<file path="src/rtl/approx_pkg.sv">
// Shared widths and FSM state encoding for the approx_top scheduler slice.
package approx_pkg;
  localparam int unsigned XW = 8;
  localparam int unsigned NW = 3;

  typedef enum logic [1:0] {
    IDLE   = 2'd0,
    LAUNCH = 2'd1,
    WAIT   = 2'd2,
    DONE   = 2'd3
  } state_t;
endpackage

</file>
<file path="src/rtl/rr_arbiter.sv">
// Combinational round-robin pick: first set request at or above ptr, wrapping.
module rr_arbiter #(
  parameter int unsigned NREQ = 4,
  parameter int unsigned IDW  = 2
) (
  input  logic [NREQ-1:0] req,
  input  logic [IDW-1:0]  ptr,
  output logic [NREQ-1:0] grant,
  output logic [IDW-1:0]  id
);
  logic [IDW-1:0] idx;
  logic           found;

  always_comb begin
    grant = '0;
    id    = '0;
    found = 1'b0;
    idx   = '0;
    for (int unsigned i = 0; i < NREQ; i++) begin
      idx = IDW'((32'(ptr) + i) % NREQ);
      if (!found && req[idx]) begin
        found      = 1'b1;
        grant[idx] = 1'b1;
        id         = idx;
      end
    end
  end
endmodule

</file>
<file path="src/rtl/approx_sched.sv">
// Round-robin scheduler sharing one approx_top core between NREQ requesters,
// with a watchdog that aborts a job when the core never answers.
module approx_sched
  import approx_pkg::*;
#(
  parameter int unsigned NREQ    = 4,
  parameter int unsigned TIMEOUT = 64
) (
  input  logic               clk,
  input  logic               rst,
  input  logic [NREQ-1:0]    req_i,
  input  logic [NREQ*XW-1:0] x_i,
  input  logic [NREQ*NW-1:0] nIt_i,
  output logic [NREQ-1:0]    ack_o,
  output logic [XW-1:0]      y_o,
  output logic [NREQ-1:0]    valid_o,
  output logic               err_o,
  output logic               busy_o,
  output logic               core_start_o,
  output logic [XW-1:0]      core_x_o,
  output logic [NW-1:0]      core_nIt_o,
  input  logic               core_busy_i,
  input  logic               core_valid_i,
  input  logic [XW-1:0]      core_y_i
);
  localparam int unsigned IDW = (NREQ > 1) ? $clog2(NREQ) : 1;
  localparam int unsigned CW  = $clog2(TIMEOUT) + 1;

  state_t          state, state_nx;
  logic [IDW-1:0]  ptr, id, arb_id;
  logic [NREQ-1:0] arb_grant;
  logic [CW-1:0]   cnt;
  logic            err;
  logic            grant, cap_y, tmo;

  rr_arbiter #(.NREQ(NREQ), .IDW(IDW)) u_arb (
    .req   (req_i),
    .ptr   (ptr),
    .grant (arb_grant),
    .id    (arb_id)
  );

  always_ff @(posedge clk or negedge rst) begin
    if (!rst) state <= IDLE;
    else      state <= state_nx;
  end

  always_comb begin
    state_nx     = state;
    grant        = 1'b0;
    cap_y        = 1'b0;
    tmo          = 1'b0;
    ack_o        = '0;
    valid_o      = '0;
    err_o        = 1'b0;
    core_start_o = 1'b0;
    busy_o       = (state != IDLE);
    case (state)
      IDLE: begin
        if (|arb_grant && !core_busy_i) begin
          grant    = 1'b1;
          state_nx = LAUNCH;
        end
      end
      LAUNCH: begin
        ack_o[id]    = 1'b1;
        core_start_o = 1'b1;
        if (core_valid_i) begin
          cap_y    = 1'b1;
          state_nx = DONE;
        end else begin
          state_nx = WAIT;
        end
      end
      WAIT: begin
        // a valid arriving on the last watchdog cycle still counts as success
        if (core_valid_i) begin
          cap_y    = 1'b1;
          state_nx = DONE;
        end else if (cnt == CW'(TIMEOUT - 1)) begin
          tmo      = 1'b1;
          state_nx = DONE;
        end
      end
      DONE: begin
        valid_o[id] = 1'b1;
        err_o       = err;
        state_nx    = IDLE;
      end
      default: state_nx = IDLE;
    endcase
  end

  always_ff @(posedge clk or negedge rst) begin
    if (!rst) begin
      ptr        <= '0;
      id         <= '0;
      core_x_o   <= '0;
      core_nIt_o <= '0;
      y_o        <= '0;
      cnt        <= '0;
      err        <= 1'b0;
    end else begin
      if (grant) begin
        id         <= arb_id;
        core_x_o   <= x_i[arb_id*XW +: XW];
        core_nIt_o <= nIt_i[arb_id*NW +: NW];
      end
      if (state == LAUNCH) begin
        cnt <= '0;
        err <= 1'b0;
      end else if (state == WAIT) begin
        cnt <= cnt + 1'b1;
      end
      if (cap_y) begin
        y_o <= core_y_i;
      end else if (tmo) begin
        y_o <= '0;
        err <= 1'b1;
      end
      if (state == DONE) ptr <= (id == IDW'(NREQ - 1)) ? '0 : id + 1'b1;
    end
  end
endmodule

</file>
<file path="config.mk">
export PLATFORM = sky130hd
export DESIGN_NAME = approx_sched
export DESIGN_NICKNAME = d
export VERILOG_FILES = /design/src/rtl/approx_pkg.sv /design/src/rtl/rr_arbiter.sv /design/src/rtl/approx_sched.sv
export SDC_FILE = /design/constraint.sdc
export NUM_CORES = 1
export LEC_CHECK = 0
export CORE_AREA = 10 10 82 84
export CTS_CLUSTER_DIAMETER = 30
export DETAILED_ROUTE_END_ITERATION = 16
export DIE_AREA = 0 0 92 94
export DONT_BUFFER_PORTS = 1
export GPL_ROUTABILITY_DRIVEN = 0
export PLACE_DENSITY = 0.84
export SKIP_CTS_REPAIR_TIMING = 1
export SYNTH_ARGS = -nofsm -noshare
export SYNTH_HDL_FRONTEND = slang
export SYNTH_SLANG_ARGS = --single-unit
</file>
<file path="constraint.sdc">
create_clock -name clk -period 8.8 [get_ports clk]
set_input_delay 1.32 -clock clk [delete_from_list [all_inputs] [get_ports clk]]
set_output_delay 1.32 -clock clk [all_outputs]
set_load 0.1 [all_outputs]
</file>
==> implementation parameters, run 1 <==
Parameter                              Value

Status
  Status    finished clean

Critical path
  Top cell family by delay on the critical path    buffers and inverters
  Crit-path slowest cell    clkinv_1
  Ordered list of cells on the worst path    buf_4 > clkinv_1 > ha_1 > mux4_2 > or2b_1 > nand2_1 > a311oi_1 > mux2i_1 > mux2_4
  Levels on crit path    9
  Buffering stage count on the worst path with inverters included    2
  Start-to-end type of the worst setup path    reg2reg
  Register-to-Register Path Depth    9
  Data required time at the worst endpoint    8.97 ns
  Critical path arrival    4.75 ns
  Max stage delay on crit path    0.80 ns
  Worst-path maximum fanout    39
  Reg-to-reg setup timing slack    4.22 ns
  Endpoint class of the critical path    register
  RR Endpoint    core_x_o[5]
  Critical Path Source Type    register
  Worst R2R Start    ptr[0]

Min path
  Worst Hold Class    reg2reg
  Worst hold path stage count    2
  Hold worst-path end    err
  Start point of the worst hold path    err

Clock tree
  # clock sinks    33
  CTS tree    built
  Register clock-pin slew on the reported worst setup and hold paths    0.07 ns
  TritonCTS buffer count    5
  Clk Latency, worst-skew pair    0.28 ns
  Maximum buffer depth of the clock tree    2
  Cell chosen for the clock root    clkbuf_8
  H-Tree Level Count    2

Die
  Die Area    8650 sq um
  Area of the core    5070 sq um
  Die width    92 um
  Vertical die dimension    94 um
  Number of standard-cell rows in the floorplan    26
  Starting density of the core    59.2%
  Top-level port count    90

Yosys
  Number of warnings reported in the yosys synthesis log    0
  Mean post-synth cell area    8.94 sq um
  Synthesized flop and latch total    33
  Number of nets produced by synthesis    412
  Library cell with the largest summed area after synthesis    dfrtp_1
  Asr flop ratio synth    100%
  EDFF count, synth    0
  Synth top area share    27.5%
  Count of different cell masters after synthesis    52
  Cell types with the largest area share after synthesis    dfrtp_1 27%, nand2_1 7.6%, ha_1 6.7%, a311oi_1 6.4%, a211oi_1 6.0%
  Gate Count Post-Synth    336
  Primary flip-flop cell chosen by synthesis mapping    dfrtp_1
  Area of the mapped netlist    3000 sq um
  Part of the Yosys area used for sequential elements    27.5%

Timing
  Final min period    4.58 ns
  Setup-violating endpoint count in the final report    0
  Worst slew margin relative to its limit    34.7%
  Final worst-path cycle share    52.0%
  Pin slew with the least headroom to its limit    0.979 ns
  Max Clk Rate    218 MHz
  Worst hold slack    0.537 ns
  Pins over their slew limit    0
  Final hold viol count    0
  Final-layout setup total negative slack    0 ns
  Worst clock skew on the final layout    0.00513 ns
  Setup repair after global routing missed its margin    no

Routing
  Number of remaining DRC errors    0
  Drt via density    6.61
  Antenna-violating nets left    0
  Total wirelength of the detailed-routed design    8120 um
  Number of DRC markers after the initial detailed-route iteration    166
  WL/cell    21.0 um
  Detailed-routing iteration count for the pre-antenna-repair pass    5
  Total number of vias    2560

GRT
  First-pass GRT wire length    12800 um
  Maximum number of pins on one net before global-route repair    40
  Vias in the first global route    2380
  GRT Residual Overflow    0
  Antenna violations before repair    0
  All-Layer GR Usage    17.9%

Layout
  Most common cell after layout, fill and taps aside    nand2_1
  Share of final-layout standard cells stronger than drive strength 1    12.0%
  Final core occ    59.6%
  Register Area    826 sq um
  Final net count    392
  Growth of design area from synthesis to finish    0.625%
  Most frequent cells in the layout    61 x nand2_1, 33 x dfrtp_1, 24 x a211oi_1
  Antenna diode count    0
  Area of the multi-input gates    1960 sq um
  Fillers    451
  Final Cell Area    3020 sq um

Placed design
  Estimated wirelength of the detail-placed design    5880 um
  Placed cell area    2940 sq um
  PortBufs    0

Run
  Number of maximum-capacitance constraint violations    0
[cells in the mapped netlist (2+ instances only)]
cell type  instances
nand2_1           61
and2_1            10
o221ai_1           2
a22o_1             8
a311oi_1          22
o22ai_1            4
nor3b_1            2
nand2b_1           3
o21ai_0            6
clkbuf_1          16
nor2_1            12
mux4_2             4
o211a_1           11
mux2_4             8
mux2i_1           14
nand3_1            5
a21oi_1           15
dfrtp_1           33
a211oi_1          24
mux2_2             8
inv_1             11
buf_2              4
buf_6              7
ha_1              16
nor3_1             2
buf_4              2
[worst max path at each step]
stage | start | end | slack, ns
floorplan | state[1] | ack_o[0] | 5.05
global placement | ptr[0] | core_x_o[5] | 4.45
detailed placement | ptr[0] | core_x_o[5] | 4.38
CTS | ptr[0] | core_x_o[5] | 4.34
global route | ptr[0] | core_x_o[2] | 3.96
finish | ptr[0] | core_x_o[5] | 4.22
[routing by layer]
layer | vias up | part of all wire, % | GRT usage [%]
met1 | 1217 | 38 | 20.2
met3 | 12 | 13 | 9.11
met2 | 126 | 48 | 29.4
met4 | 0 | 1.3 | 4.63
met5 | - | 0 | 0
li1 | 1205 | - | -
[worst reg2reg max path: cells and delay by family, from the launching register on]
family / cells / cell delay (ns)
buffers and inverters: 2 / 1.18
and+or+nand+nor: 2 / 0.97
adders and majority gates: 1 / 0.74
muxes: 3 / 0.74
AOI/OAI and AO/OA: 1 / 0.52
DFF: 1 / 0.32
[cell families (layout without fill, tap and decap cells)]
group,count (synthesis),count (layout),share of synthesized area (%)
simple gates,104,104,16.1
buf+inv,42,23,7.41
flops,33,33,27.5
fa+ha+maj,16,16,6.66
compound gates,104,104,26.7
mux,35,35,15.0
xor+xnor,2,2,0.583
[sequential cells by signal, indices dropped and copies added, names as in the netlist]
signal      cells
id              2
state           2
y_o             8
err             1
core_x_o        8
cnt             7
core_nIt_o      3
ptr             2
[cell type report]
| cell class | instances | area share [%] |
|---|---|---|
| Multi-Input combinational cell | 261 | 64.7 |
| Sequential cell | 33 | 27.3 |
| Tap cell | 70 | 2.90 |
| Clock buffer | 5 | 2.28 |
| Inverter | 12 | 1.49 |
| Timing Repair Buffer | 3 | 0.745 |
| Clock inverter | 3 | 0.579 |
[stage by stage]
stage          std cells  worst slack (ns)
6_report             387              4.22
5_1_grt              387              3.96
4_1_cts              387              4.34
3_5_place_dp         379              4.38
3_3_place_gp         379              4.45
2_1_floorplan        336              5.05
Power of run 1 is not shown: default switching activity piles up to over one toggle a cycle in this logic, so the estimate is an artifact.
==> run 2, diff against run 1 <==
--- a/config.mk
+++ b/config.mk
@@ -5,13 +5,13 @@
 export SDC_FILE = /design/constraint.sdc
 export NUM_CORES = 1
 export LEC_CHECK = 0
-export CORE_AREA = 10 10 82 84
+export CORE_AREA = 10 10 83 85
 export CTS_CLUSTER_DIAMETER = 30
 export DETAILED_ROUTE_END_ITERATION = 16
-export DIE_AREA = 0 0 92 94
+export DIE_AREA = 0 0 93 95
 export DONT_BUFFER_PORTS = 1
 export GPL_ROUTABILITY_DRIVEN = 0
-export PLACE_DENSITY = 0.84
+export PLACE_DENSITY = 0.86
 export SKIP_CTS_REPAIR_TIMING = 1
 export SYNTH_ARGS = -nofsm -noshare
 export SYNTH_HDL_FRONTEND = slang
==> constraint.sdc (replaced) <==
create_clock -name clk -period 3.7 [get_ports clk]
set_input_delay 0.555 -clock clk [delete_from_list [all_inputs] [get_ports clk]]
set_output_delay 0.555 -clock clk [all_outputs]
set_load 0.1 [all_outputs]
==> implementation parameters, run 2 (synthesis gave the netlist of run 1 again) <==
Parameter                              Value

Clock tree
  Register clock-pin slew on the reported worst setup and hold paths    0.07 ns
  Clk Latency, worst-skew pair    0.28 ns
  Cell chosen for the clock root    clkbuf_8
  CTS tree    built
  H-Tree Level Count    2
  TritonCTS buffer count    5
  # clock sinks    33
  Maximum buffer depth of the clock tree    2

Timing
  Pin slew with the least headroom to its limit    0.989 ns
  Setup-violating endpoint count in the final report    0
  Worst clock skew on the final layout    0.00508 ns
  Max Clk Rate    328 MHz
  Worst hold slack    0.101 ns
  Final min period    3.05 ns
  Post-layout worst setup margin    0.652 ns
  Worst slew margin relative to its limit    34.0%
  Final hold viol count    0
  Setup repair after global routing missed its margin    no
  Pins over their slew limit    0
  Final worst-path cycle share    82.4%
  Final-layout setup total negative slack    0 ns

Routing
  Antenna-violating nets left    0
  Total wirelength of the detailed-routed design    8320 um
  WL/cell    20.9 um
  Detailed-routing iteration count for the pre-antenna-repair pass    4
  Drt via density    6.58
  Number of DRC markers after the initial detailed-route iteration    216
  Total number of vias    2617
  Number of remaining DRC errors    0

Layout
  Growth of design area from synthesis to finish    4.37%
  Share of final-layout standard cells stronger than drive strength 1    14.1%
  Top Registers    core_x_o: 8 flops, y_o: 8 flops, cnt: 7 flops
  Most frequent cells in the layout    61 x nand2_1, 33 x dfrtp_1, 24 x a211oi_1
  Most common cell after layout, fill and taps aside    nand2_1
  Fillers    486
  Final Cell Area    3140 sq um
  Antenna diode count    0
  Final net count    401

Die
  Die Area    8840 sq um
  Area of the core    5340 sq um
  Number of standard-cell rows in the floorplan    27
  Vertical die dimension    95 um
  Top-level port count    90
  Die width    93 um
  Starting density of the core    56.3%

Min path
  Worst Hold Class    in2async

GRT
  Maximum number of pins on one net before global-route repair    39
  Antenna violations before repair    1
  All-Layer GR Usage    18.6%
  Vias in the first global route    2564
  First-pass GRT wire length    13500 um
  GRT Residual Overflow    0

Run
  Number of maximum-capacitance constraint violations    0

Critical path
  Data required time at the worst endpoint    3.86 ns
  Critical path arrival    3.21 ns
  Start-to-end type of the worst setup path    reg2reg
  Worst-path maximum fanout    38
  Endpoint class of the critical path    register
  Critical Path Source Type    register

Placed design
  PortBufs    0
  Placed cell area    3000 sq um
  Post-Place Setup Slack    0.691 ns
  Estimated wirelength of the detail-placed design    5930 um

Status
  Status    finished clean
-- run 2: cell count changes in the layout (fill, tap and decap cells not counted), sizes merged --
cell / delta
clkinv: -2
bufinv: +1
clkinvlp: -1
buf: +9
clkbuf: +2
-- run 2: path summary, 6_finish.rpt --
path | start | to | depth (start not counted) | slack [ns]
max | ptr[0] | core_nIt_o[2] | 7 | 0.65
max in group asynchronous | rst | core_nIt_o[2] | 1 | 3.42
max reg2reg | ptr[0] | core_nIt_o[2] | 7 | 0.65
min reg2reg | err | err | 2 | 0.53
min in group clk | core_y_i[4] | y_o[4] | 1 | 0.41
min | rst | err | 1 | 0.10
-- run 2: final cells by class --
cell class	count	area, sq um	share of cell area [%]
Clock inverter	1	30.0	0.958
Tap cell	72	90.1	2.87
Multi-Input combinational cell	261	1960	62.4
Sequential cell	33	826	26.3
Inverter	12	45.0	1.44
Timing Repair Buffer	12	103	3.27
Clock buffer	7	86.3	2.75
-- run 2: critical path, stage by stage, from the launching register on --
cell	delay, ns
dfrtp_1	0.35
buf_4	0.37
mux4_2	0.66
nor2b_4	0.64
a211oi_1	0.09
a311oi_1	0.39
mux2i_1	0.13
mux2_4	0.28
-- run 2: per-stage QoR --
step,utilization (%),std cells
floorplan,-,336
global placement,56.2,389
detailed placement,56.2,389
CTS,58.4,397
global route,58.7,398
finish,58.7,398
-- run 2: per-layer routing --
layer / routed length (um) / GRT usage (%) / vias up
met5: 0 / 0 / -
met4: 197 / 5.40 / 0
met3: 856 / 8.17 / 17
met2: 4140 / 31.1 / 105
met1: 3120 / 21.0 / 1275
li1: - / - / 1220
Power of run 2 is left out for the same reason.
